--- src/rtl/dsp_audio_pkg.sv ---
// Audio-path constants shared by the DSP output stage and the I2S transmitter.
package dsp_audio_pkg;

  localparam int unsigned SAMPLE_WIDTH_DEF = 16;
  localparam int unsigned FRAME_CLOCKS     = 4 * SAMPLE_WIDTH_DEF;
  localparam int unsigned LOAD_PHASE       = 2;

  function automatic int unsigned frame_clocks(input int unsigned width);
    return 4 * width;
  endfunction

endpackage

--- src/rtl/i2s_transmitter.sv ---
// Standard I2S serializer: one-slot-delayed data, bclk = clock/2, 4*SAMPLE_WIDTH clocks per frame.
// Define I2S_TX_UNDERRUN_MUTE_EN to send silence instead of repeating the held sample on underrun.
module i2s_transmitter
  import dsp_audio_pkg::*;
#(
  parameter int unsigned SAMPLE_WIDTH = SAMPLE_WIDTH_DEF
) (
  input  logic                           clock,
  input  logic                           reset_n,
  input  logic                           enable,
  input  logic signed [SAMPLE_WIDTH-1:0] sample_l,
  input  logic signed [SAMPLE_WIDTH-1:0] sample_r,
  input  logic                           sample_valid,
  output logic                           i2s_bclk,
  output logic                           i2s_lrclk,
  output logic                           i2s_data,
  output logic                           underrun,
  output logic                           overrun
);

  localparam int unsigned FRAME = frame_clocks(SAMPLE_WIDTH);
  localparam int unsigned PW    = $clog2(FRAME);
  localparam int unsigned FW    = 2 * SAMPLE_WIDTH;

  localparam logic [PW-1:0] LAST_PHASE  = PW'(FRAME - 1);
  localparam logic [PW-1:0] LOAD_AT     = PW'(LOAD_PHASE);
  localparam logic [PW-1:0] RIGHT_START = PW'(FW);

  logic [PW-1:0] phase, phase_next;
  logic [FW-1:0] holding, holding_next;
  logic [FW-1:0] shift_reg, shift_next;
  logic [FW-1:0] incoming, refill;
  logic          pending, pending_next;
  logic          underrun_next, overrun_next;
  logic          load, advance;

  assign incoming = {sample_l, sample_r};

`ifdef I2S_TX_UNDERRUN_MUTE_EN
  assign refill = '0;
`else
  assign refill = holding;
`endif

  always_comb begin
    phase_next = '0;
    if (enable) phase_next = (phase == LAST_PHASE) ? '0 : phase + PW'(1);
  end

  // The load edge is the one entering slot 1; every other even-phase entry shifts one bit.
  assign load    = enable && (phase_next == LOAD_AT);
  assign advance = enable && !phase_next[0] && !load;

  always_comb begin
    shift_next    = shift_reg;
    holding_next  = holding;
    pending_next  = pending;
    underrun_next = 1'b0;
    overrun_next  = 1'b0;
    if (load) begin
      pending_next = 1'b0;
      if (sample_valid) begin
        holding_next = incoming;
        shift_next   = incoming;
      end else if (pending) begin
        shift_next = holding;
      end else begin
        shift_next    = refill;
        underrun_next = 1'b1;
      end
    end else begin
      if (sample_valid) begin
        holding_next = incoming;
        pending_next = 1'b1;
        overrun_next = pending;
      end
      // Rotation brings the right LSB back to the MSB position for slot 0.
      if (advance) shift_next = {shift_reg[FW-2:0], shift_reg[FW-1]};
    end
  end

  always_ff @(posedge clock or negedge reset_n) begin
    if (!reset_n) begin
      phase     <= '0;
      holding   <= '0;
      shift_reg <= '0;
      pending   <= 1'b0;
      i2s_bclk  <= 1'b0;
      i2s_lrclk <= 1'b0;
      i2s_data  <= 1'b0;
      underrun  <= 1'b0;
      overrun   <= 1'b0;
    end else begin
      phase     <= phase_next;
      holding   <= holding_next;
      shift_reg <= shift_next;
      pending   <= pending_next;
      underrun  <= underrun_next;
      overrun   <= overrun_next;
      i2s_bclk  <= phase_next[0];
      i2s_lrclk <= (phase_next >= RIGHT_START);
      if (!enable)              i2s_data <= 1'b0;
      else if (load || advance) i2s_data <= shift_next[FW-1];
    end
  end

endmodule
--- config.mk ---
export PLATFORM = sky130hd
export DESIGN_NAME = i2s_transmitter
export DESIGN_NICKNAME = d
export VERILOG_FILES = /design/src/rtl/dsp_audio_pkg.sv /design/src/rtl/i2s_transmitter.sv
export SDC_FILE = /design/constraint.sdc
export NUM_CORES = 1
export LEC_CHECK = 0
export ABC_AREA = 0
export CORE_ASPECT_RATIO = 1.2
export CORE_MARGIN = 2
export CORE_UTILIZATION = 45
export DETAILED_ROUTE_END_ITERATION = 16
export HOLD_SLACK_MARGIN = 0.15
export PLACE_DENSITY = 0.67
export SKIP_CTS_REPAIR_TIMING = 1
export SLEW_MARGIN = 20
export SYNTH_ARGS = -nofsm -noshare
export SYNTH_HDL_FRONTEND = slang
export SYNTH_SLANG_ARGS = --single-unit
--- constraint.sdc ---
create_clock -name clock -period 1.9 [get_ports clock]
set_input_delay 0.285 -clock clock [delete_from_list [all_inputs] [get_ports clock]]
set_output_delay 0.285 -clock clock [all_outputs]
set_load 0.005 [all_outputs]
==> metrics, run 1 <==
status=finished, violations left; failing checks=setup timing; synth top area cells=dfrtp_1 (57%), mux2_2 (11%), o31ai_1 (7.0%); CTS tree=done; die width=82.3 µm; Starting Density=0.460; Post-Place Cells=434; ant diodes=0; post-synthesis xor/xnor area fraction=0.00794; routed len/inst=15.3 µm; Worst path slowest cell=dfrtp_1; DRC viols=0; ratio of cells with drive above 1 in the final layout=0.276; clk sinks=75; WL final=7000 µm; initial antenna violation count=0; clk_lat worst skew=0.35 ns; vias per cell=5.54; Fin. Hold Viols=0; Finished Layout Cells=459; Row Count=34; global-route wire length before repair=11400 µm; synthesized-area fraction occupied by and/or/nand/nor cells=0.121; mux contribution to synthesized area=0.112; max incr delay on CP=0.42 ns; root buffer cell=clkbuf_8; routability congestion estimate=0.811; H-Tree Level Count=3; Worst-Margin Slew=0.390 ns; Vias=2542; worst reg2reg setup slack=-0.06 ns; 1st-iter DRT viols=197; Layout area overhead=32.4%; worst-path cell chain=ha_4 -> nand2_2 -> nor4_4 -> buf_4 -> o21ai_4 -> clkbuf_16 -> nor3_1 -> o31ai_1; Die Height=97.9 µm; unrepaired setup endpoints after global routing=true; Synth Cell Area=3310 µm²; Synth top area share=0.567; relative max-transition margin=0.740; pin count of the biggest net entering global routing=76; Cells after Synth=302; clk buf depth=2; first-pass iteration count of the detailed router=4; worst vdd ir=0.494 mV; gr usage total=0.184; clock buffer count from CTS=9; crit path kind=flop to flop; CTS clk-pin slew, worst paths=0.07 ns; Fillers=561; Syn Nets=339; DP HPWL=4270 µm; MaxCap Viol Count=0; Worst Setup End Kind=flop; I/O pin count=41; Setup Skew=0.00537 ns; Worst EP required=2.12 ns; die area=8060 µm²; Startpoint Class=flop; overflow left after global routing=0; Hold WC Path Type=flop to flop; Syn Area/Cell=11.0 µm²; final max-slew violation count=0; Buffers & Inverters on Critical Path=2; FF+latch count, synth=75; Synth Area in Adders=0.00378; static leakage=1.81 nW; Core Footprint=7190 µm²; area leader, netlist=dfrtp_1; largest family of logic cells by synthesized area=compound AO/OA/AOI/OAI gates; part of the cycle the worst path needs=1.03; PwrDens=898 nW/µm²; Fmax achieved=510 MHz; worst setup margin=-0.0625 ns; Final Util=0.609; Final ANT Viol Nets=0; Setup-failing EPs final=2; Critical Path AT=2.19 ns; CP top delay family=simple AND/OR/NAND/NOR gates; Netlist cell types=31; Seq/Total Area, Yosys=0.567; Tmin final=1.96 ns; # nets final=402; I/O Buffers=40; vias in the first global route=2421; worst-path fanout max=10; Synth Area in Compound Gates=0.147; synthesis warning total=0
-- cells by family (layout without fill, tap and decap cells) --
group | after synthesis | count (layout)
xor+xnor | 3 | 3
flops | 75 | 75
compound gates | 77 | 77
buf+inv | 26 | 93
fa+ha+maj | 1 | 1
mux | 33 | 33
simple gates | 87 | 87
-- layout make-up --
type	instances	area [µm²]	share of cell area
flip-flops and latches	75	1880	0.429
multi-input cells	201	1410	0.322
repair buffers	75	787	0.180
clock buffers	13	169	0.0386
well taps	90	113	0.0257
inverters	3	11.3	0.00257
clock inverters	2	10.0	0.00229
-- worst paths after layout --
| check | from | to | depth (start not counted) |
|---|---|---|---|
| min in group asynchronous | reset_n | holding[19]$_DFF_PN0_ | 3 |
| worst max register to register | phase[0]$_DFF_PN0_ | shift_reg[11]$_DFFE_PN0P_ | 8 |
| max in group asynchronous | reset_n | phase[3]$_DFF_PN0_ | 3 |
| worst min register to register | pending$_DFFE_PN0P_ | underrun$_DFF_PN0_ | 1 |
| worst min-delay path | pending$_DFFE_PN0P_ | underrun$_DFF_PN0_ | 1 |
| worst max-delay path | phase[0]$_DFF_PN0_ | shift_reg[11]$_DFFE_PN0P_ | 8 |
-- cells in the mapped netlist (all sizes together) --
cell type and number:
nor4 2, mux2 32, and3b 2, xor2 1
or2 1, ha 1, and3 1, dfrtp 75
and2 2, a21boi 1, buf 11, nor3 33
a2111oi 1, mux2i 1, or3 1, inv 3
o31ai 32, nor2 5, o21a 3, o21ai 4
nand3 4, nand2 36, xnor2 2, clkbuf 12
a21oi 36
-- worst register-to-register path, delay by kind of cell, from the launching register on --
kind	cells	cell delay (ns)
buffers and inverters	2	0.36
AO/OA/AOI/OAI	2	0.20
flip-flops	1	0.42
AND/OR/NAND/NOR	3	0.65
adder cells (fa/ha/maj)	1	0.21
-- layer usage --
metal | up-vias | track usage | wire (µm)
met2 | 71 | 0.265 | 3290
met3 | 14 | 0.0499 | 387
li1 | 1207 | - | -
met5 | - | 0 | 0
met4 | 0 | 0.0821 | 162
met1 | 1250 | 0.259 | 3160
-- where the power goes --
group | switching (mW) | leakage, nW | internal [mW]
combinational | 0.357 | 0.784 | 0.395
clock | 0.555 | 0.0953 | 0.571
sequential | 0.156 | 0.935 | 1.90
-- metrics by stage --
step	area (µm²)	worst slack, ns	setup TNS (ns)	total power, mW	hold slack [ns]
after detailed placement	4000	-0.286	-7.83	2.79	0.349
after floorplan	3310	0.00433	0	2.50	-0.0106
after global routing	4380	-0.203	-2.54	4.19	0.479
after global placement	4000	-0.225	-6.42	2.76	0.347
after CTS	4180	-0.0779	-0.929	3.93	-0.0290
final	4380	-0.0625	-0.0725	3.93	0.470
-- layout by cell type, fill, tap and decap left out, drive strengths merged, types with 2 or more instances in the layout --
cell type and count:
dfrtp 75, clkdlybuf4s50 39, mux2 32, xnor2 2
and2 2, clkbuf 14, nor2 5, o21a 3
nand2 36, o31ai 32, o21ai 4, inv 3
nor3 33, nand3 4, and3b 2, a21oi 36
clkinv 2, buf 34, nor4 2
(Power assumes the default switching activity.)
==> run 2, diff against run 1 <==
--- a/config.mk
+++ b/config.mk
@@ -9,6 +9,7 @@
 export CORE_ASPECT_RATIO = 1.2
 export CORE_MARGIN = 2
 export CORE_UTILIZATION = 45
+export CTS_CLUSTER_SIZE = 14
 export DETAILED_ROUTE_END_ITERATION = 16
 export HOLD_SLACK_MARGIN = 0.15
 export PLACE_DENSITY = 0.67
==> results of run 2 <==
No change in the layout: final DEF, timing and power equal those of run 1.
